<file path="src/rtl/msg_rr_arb_pkg.sv">
// ============================================================================
// Module : msg_rr_arb_pkg
// Brief  : Shared definitions for msg_rr_arb: field-size defaults, MSZ macro,
//          channel port macros and the arbiter state encoding.
// Rev    : 1.0
// ============================================================================
`default_nettype none

`ifndef NS_ADDRESS_SIZE
`define NS_ADDRESS_SIZE 8
`endif
`ifndef NS_DATA_SIZE
`define NS_DATA_SIZE 16
`endif
`ifndef NS_REDUN_SIZE
`define NS_REDUN_SIZE 4
`endif

`define MSG_ARB_MSZ(a, d, r) ((a) + (d) + (r))

// 4-phase channel port bundles: request, message, acknowledge
`define MSG_ARB_IN_CH(req_n, msg_n, ack_n, w) \
    input  logic req_n, \
    input  logic [(w)-1:0] msg_n, \
    output logic ack_n
`define MSG_ARB_OUT_CH(req_n, msg_n, ack_n, w) \
    output logic req_n, \
    output logic [(w)-1:0] msg_n, \
    input  logic ack_n

package msg_rr_arb_pkg;

    typedef enum logic [1:0] {
        MSG_ARB_IDLE  = 2'd0,
        MSG_ARB_XFER  = 2'd1,
        MSG_ARB_DRAIN = 2'd2
    } msg_arb_state_e;

    // A tie goes to the input that did not win last time.
    function automatic logic rr_pick_idx(input logic [1:0] pend, input logic lg);
        return (pend == 2'b11) ? ~lg : pend[1];
    endfunction

endpackage

`default_nettype wire

</file>
<file path="src/rtl/msg_rr_pick.sv">
// ============================================================================
// Module : msg_rr_pick
// Brief  : Combinational two-way round-robin pick from pending bits and the
//          last-grant pointer.
// Rev    : 1.0
// ============================================================================
`default_nettype none

module msg_rr_pick
    import msg_rr_arb_pkg::*;
(
    input  logic [1:0] pend,
    input  logic       lg,
    output logic       grant_vld,
    output logic       grant_idx
);

    assign grant_vld = |pend;
    assign grant_idx = rr_pick_idx(pend, lg);

endmodule

`default_nettype wire

</file>
<file path="src/rtl/msg_rr_arb.sv">
// ============================================================================
// Module : msg_rr_arb
// Brief  : Two-input round-robin message arbiter, 4-phase req/ack on all
//          channels. Optional grant statistics: NS_MSG_RR_ARB_STATS_EN.
// Rev    : 1.0
// ============================================================================
`default_nettype none

module msg_rr_arb
    import msg_rr_arb_pkg::*;
#(
    parameter  int ASZ   = `NS_ADDRESS_SIZE,
    parameter  int DSZ   = `NS_DATA_SIZE,
    parameter  int RSZ   = `NS_REDUN_SIZE,
    parameter  int CNT_W = 16,
    localparam int MSZ   = `MSG_ARB_MSZ(ASZ, DSZ, RSZ)
) (
    input  logic gch_clk,
    input  logic gch_reset,
    output logic gch_ready,
    `MSG_ARB_IN_CH(rcv0_req, rcv0_msg, rcv0_ack, MSZ),
    `MSG_ARB_IN_CH(rcv1_req, rcv1_msg, rcv1_ack, MSZ),
    `MSG_ARB_OUT_CH(snd0_req, snd0_msg, snd0_ack, MSZ)
`ifdef NS_MSG_RR_ARB_STATS_EN
    ,
    output logic [CNT_W-1:0] stat0_cnt,
    output logic [CNT_W-1:0] stat1_cnt
`endif
);

    if (CNT_W < 1) begin : g_cnt_w_chk
        $error("msg_rr_arb: CNT_W must be at least 1");
    end

    msg_arb_state_e   state_q, state_d;
    logic             ready_q, ready_d;
    logic [1:0]       ack_q, ack_d;
    logic             snd_req_q, snd_req_d;
    logic [MSZ-1:0]   snd_msg_q, snd_msg_d;
    logic             lg_q, lg_d;
    logic             gsel_q, gsel_d;

    logic [1:0]       w_req;
    logic [1:0]       w_pend;
    logic             w_grant_vld;
    logic             w_grant_idx;
    logic             w_grant;

    assign w_req  = {rcv1_req, rcv0_req};
    assign w_pend = w_req & ~ack_q;

    msg_rr_pick u_pick (
        .pend      (w_pend),
        .lg        (lg_q),
        .grant_vld (w_grant_vld),
        .grant_idx (w_grant_idx)
    );

    assign w_grant = (state_q == MSG_ARB_IDLE) && ready_q && w_grant_vld;

    always_comb begin
        state_d   = state_q;
        ready_d   = 1'b1;
        ack_d     = ack_q;
        snd_req_d = snd_req_q;
        snd_msg_d = snd_msg_q;
        lg_d      = lg_q;
        gsel_d    = gsel_q;

        // Input release is independent of the transfer state.
        for (int k = 0; k < 2; k++) begin
            if (ack_q[k] && !w_req[k]) begin
                ack_d[k] = 1'b0;
            end
        end

        case (state_q)
            MSG_ARB_IDLE: begin
                if (w_grant) begin
                    snd_msg_d          = w_grant_idx ? rcv1_msg : rcv0_msg;
                    ack_d[w_grant_idx] = 1'b1;
                    snd_req_d          = 1'b1;
                    gsel_d             = w_grant_idx;
                    state_d            = MSG_ARB_XFER;
                end
            end
            MSG_ARB_XFER: begin
                if (snd0_ack) begin
                    snd_req_d = 1'b0;
                    state_d   = MSG_ARB_DRAIN;
                end
            end
            MSG_ARB_DRAIN: begin
                if (!snd0_ack) begin
                    lg_d    = gsel_q;
                    state_d = MSG_ARB_IDLE;
                end
            end
            default: begin
                state_d = MSG_ARB_IDLE;
            end
        endcase
    end

    always_ff @(posedge gch_clk or negedge gch_reset) begin
        if (!gch_reset) begin
            state_q   <= MSG_ARB_IDLE;
            ready_q   <= 1'b0;
            ack_q     <= 2'b00;
            snd_req_q <= 1'b0;
            snd_msg_q <= '0;
            lg_q      <= 1'b1;
            gsel_q    <= 1'b0;
        end else begin
            state_q   <= state_d;
            ready_q   <= ready_d;
            ack_q     <= ack_d;
            snd_req_q <= snd_req_d;
            snd_msg_q <= snd_msg_d;
            lg_q      <= lg_d;
            gsel_q    <= gsel_d;
        end
    end

    assign gch_ready = ready_q;
    assign rcv0_ack  = ack_q[0];
    assign rcv1_ack  = ack_q[1];
    assign snd0_req  = snd_req_q;
    assign snd0_msg  = snd_msg_q;

`ifdef NS_MSG_RR_ARB_STATS_EN
    logic [CNT_W-1:0] stat0_q, stat0_d;
    logic [CNT_W-1:0] stat1_q, stat1_d;

    // Saturating per-input grant counters.
    always_comb begin
        stat0_d = stat0_q;
        stat1_d = stat1_q;
        if (w_grant && !w_grant_idx && (stat0_q != {CNT_W{1'b1}})) begin
            stat0_d = stat0_q + CNT_W'(1);
        end
        if (w_grant && w_grant_idx && (stat1_q != {CNT_W{1'b1}})) begin
            stat1_d = stat1_q + CNT_W'(1);
        end
    end

    always_ff @(posedge gch_clk or negedge gch_reset) begin
        if (!gch_reset) begin
            stat0_q <= '0;
            stat1_q <= '0;
        end else begin
            stat0_q <= stat0_d;
            stat1_q <= stat1_d;
        end
    end

    assign stat0_cnt = stat0_q;
    assign stat1_cnt = stat1_q;
`endif

endmodule

`default_nettype wire

</file>
<file path="config.mk">
export PLATFORM = sky130hd
export DESIGN_NAME = msg_rr_arb
export DESIGN_NICKNAME = d
export VERILOG_FILES = /design/src/rtl/msg_rr_arb_pkg.sv /design/src/rtl/msg_rr_pick.sv /design/src/rtl/msg_rr_arb.sv
export SDC_FILE = /design/constraint.sdc
export NUM_CORES = 1
export LEC_CHECK = 0
export ABC_AREA = 1
export CORE_ASPECT_RATIO = 1.2
export CORE_MARGIN = 4
export CORE_UTILIZATION = 30
export CTS_CLUSTER_DIAMETER = 200
export DETAILED_ROUTE_END_ITERATION = 8
export MAX_ROUTING_LAYER = met4
export PLACE_DENSITY = 0.63
export SYNTH_ARGS = -nofsm -noshare
export SYNTH_HDL_FRONTEND = slang
export SYNTH_SLANG_ARGS = --single-unit
</file>
<file path="constraint.sdc">
create_clock -name gch_clk -period 1.76 [get_ports gch_clk]
set_input_delay 0.528 -clock gch_clk [delete_from_list [all_inputs] [get_ports gch_clk]]
set_output_delay 0.528 -clock gch_clk [all_outputs]
set_load 0.02 [all_outputs]
</file>
==> flow_summary.yaml <==
run_status:
  outcome: "finished clean"
power:
  power.density_nw_per_um2: 1370
  total_power_mw: 4.00
  peakVddDrop_mv: 0.565
  leakagePower_nw: 1.56
yosys:
  synth_top_family_by_area: "simple AND/OR/NAND/NOR gates"
  syn_nets: 313
  avgSynthCellArea_um2: 7.23
  synthXorXnorAreaFrac_pct: 0
  synth-simple-area-share_pct: 40.7
  netlist_area_um2: 1820
  synth_compound_area_share_pct: 2.13
  syn_inst: 252
  yosysUniqueCellTypes: 17
  netlist.area_leader.share_pct: 48.1
  ys_ff_latch: 36
  synth_area_leaders: "dfrtp_1 (48%), nand2_1 (31%), nand3_1 (8.5%)"
  yosys.area.top_type: "dfrtp_1"
  synth_fa_ha_area_share_pct: 0
  yosysWarnings: 0
  synth_mux_area_share_pct: 0
  ys_seq_area_share_pct: 49.5
clock_tree:
  h-tree-depth: 2
  cts_buffers: 5
  cts_root_buf: "clkbuf_8"
  clk_latency_ns: 0.28
  cts_hold_buf: 0
  cts_tree: "built"
  cts.sinks: 36
  clockBufferDepth: 2
  clkTransAtPathRegs_ns: 0.07
detailed_routing:
  first_pass_iters: 4
  finalWirelength_um: 5240
  drc_errors: 0
  vias_per_cell: 4.34
  wire_per_inst_um: 12.2
  vias: 1857
  antenna_left: 0
  dr.first_iter.drc_count: 78
layout:
  syn2layout_area_growth_pct: 59.8
  num_antenna_cells: 0
  final_cell_count_no_fill: 428
  drive_gt1_share_pct: 6.61
  final_nets: 408
  final_cell_area_um2: 2910
  fill_cells: 618
floorplan:
  dieArea_um2: 7390
  start_util_pct: 31.5
  io_pins: 93
  num_rows: 30
  core_um2: 5780
  die_w_um: 79.1
  die_y_um: 93.4
placed_design:
  io_buffers: 92
  dp_slack_ns: -0.145
  gp_congestion: 0.747
  dp_cells: 420
  post_dp_cell_area_um2: 2860
  hpwl_um: 3790
worst_setup_path:
  cp_slowest_cell: "clkdlybuf4s50_1"
  cp_max_fo: 28
  start_kind: "input pin"
  crit_family: "buffers and inverters"
  worstPathArrival_ns: 1.82
  crit_type: "in -> reg"
  cp_common_cell: "nand2_1"
  critPathCaptureType: "register"
  slowest_delay_ns: 0.49
  crit_required_ns: 1.98
  crit_chain: "clkdlybuf4s50_1, inv_1, nor2_2, buf_4, nand3_1, nand2_1, nand2_1, nand2_1"
  crit_buf_inv: 3
timing:
  slew_viol_final: 0
  setup_viol: 0
  final.min_clock_period_ns: 1.60
  rsz0062_at_grt: "false"
  fin_tns_setup_ns: 0
  max_freq_mhz: 624
  timing.final.crit_share_pct: 91.0
  finalClockSkew_ns: 0.00680
  fin_ws_ns: 0.158
  hold_viol_final: 0
flow_run:
  cap_violations: 0
grt:
  track_usage_pct: 15.5
  grt_max_degree: 31
  grt_pass1_vias: 1868
  gr-total-overflow: 0
  antenna_found_initial: 0
  grt_pass1_wl_um: 8780
min_path:
  hold_path_class: "in -> async"
area by class of cell:
type                       instances  area [um^2]  share of cell area, %
clock buffer                       8         90.1                   3.09
inverter                           7         26.3                  0.902
multi-input combinational        194          785                   26.9
sequential                        36          902                   31.0
tap                               80          100                   3.44
timing repair buffer             103         1010                   34.6
logic make-up after synthesis:
group	count (synthesis)
AND/OR/NAND/NOR	186
flip-flops	36
buffers and inverters	22
AO/OA/AOI/OAI	7
other	1
cells in the mapped netlist:
cell and count:
nand2_1 149, dfrtp_1 35, nand3_1 31, buf_2 6, buf_4 6, inv_1 6, nor2_1 4, buf_6 3
o21ai_1 3, o21ai_0 2, a21oi_1 1, a21oi_2 1, conb_1 1, dfstp_2 1, inv_2 1, nor2_2 1
or2_2 1
per-stage QoR:
stage | utilization, % | hold slack, ns
2_1_floorplan | - | 0.232
3_3_place_gp | 49.5 | 0.460
3_5_place_dp | 49.5 | 0.464
4_1_cts | 50.4 | 0.172
5_1_grt | 50.4 | 0.175
6_report | 50.4 | 0.168
layer usage:
metal | track usage [%] | part of all wire [%] | up-vias
li1 | - | - | 964
met1 | 18.9 | 44 | 819
met2 | 25.4 | 47 | 68
met3 | 4.24 | 7.9 | 6
met4 | 4.30 | 1.2 | 0
met5 | - | 0 | -
placed cells by master, fill, tap and decap left out, types with 2 or more instances in the layout:
cell / n
o21ai_1: 3
clkbuf_1: 2
inv_1: 6
clkbuf_8: 6
dfrtp_1: 35
buf_4: 7
nor2_1: 4
clkdlybuf4s50_1: 59
nand3_1: 31
nand2_1: 149
dlygate4sd2_1: 32
buf_12: 4
o21ai_0: 2
worst paths after layout:
| path | start | depth (start not counted) | slack [ns] | endpoint |
|---|---|---|---|---|
| worst max-delay path | rcv1_req | 8 | 0.16 | snd0_msg[0]$_DFFE_PN0P_ |
| worst min-delay path | gch_reset | 1 | 0.17 | snd0_msg[4]$_DFFE_PN0P_ |
| worst max register to register | lg_q$_DFFE_PN1P_ | 7 | 0.46 | snd0_msg[6]$_DFFE_PN0P_ |
| worst min register to register | snd0_msg[22]$_DFFE_PN0P_ | 2 | 0.47 | snd0_msg[22]$_DFFE_PN0P_ |
| max in group asynchronous | gch_reset | 2 | 1.13 | snd0_msg[12]$_DFFE_PN0P_ |
| min in group gch_clk | snd0_msg[22]$_DFFE_PN0P_ | 2 | 0.47 | snd0_msg[22]$_DFFE_PN0P_ |
repair_timing:
action,CTS,global route
gates resized for setup,32,0
setup buffers,0,0
endpoints found under the setup margin,32,0
sequential cells by signal (all words and copies together) (netlist names):
signal	count
state_q	2
gsel_q	1
snd0_req	1
lg_q	1
gch_ready	1
snd0_msg	28
ack_q	2
power breakdown:
part	internal [mW]	total [mW]	switching, mW
Clock	0.319	0.602	0.282
Combinational	0.826	2.02	1.20
Sequential	1.19	1.37	0.181
Total	2.34	4.00	1.66
Power figures use the tool's default switching activity.
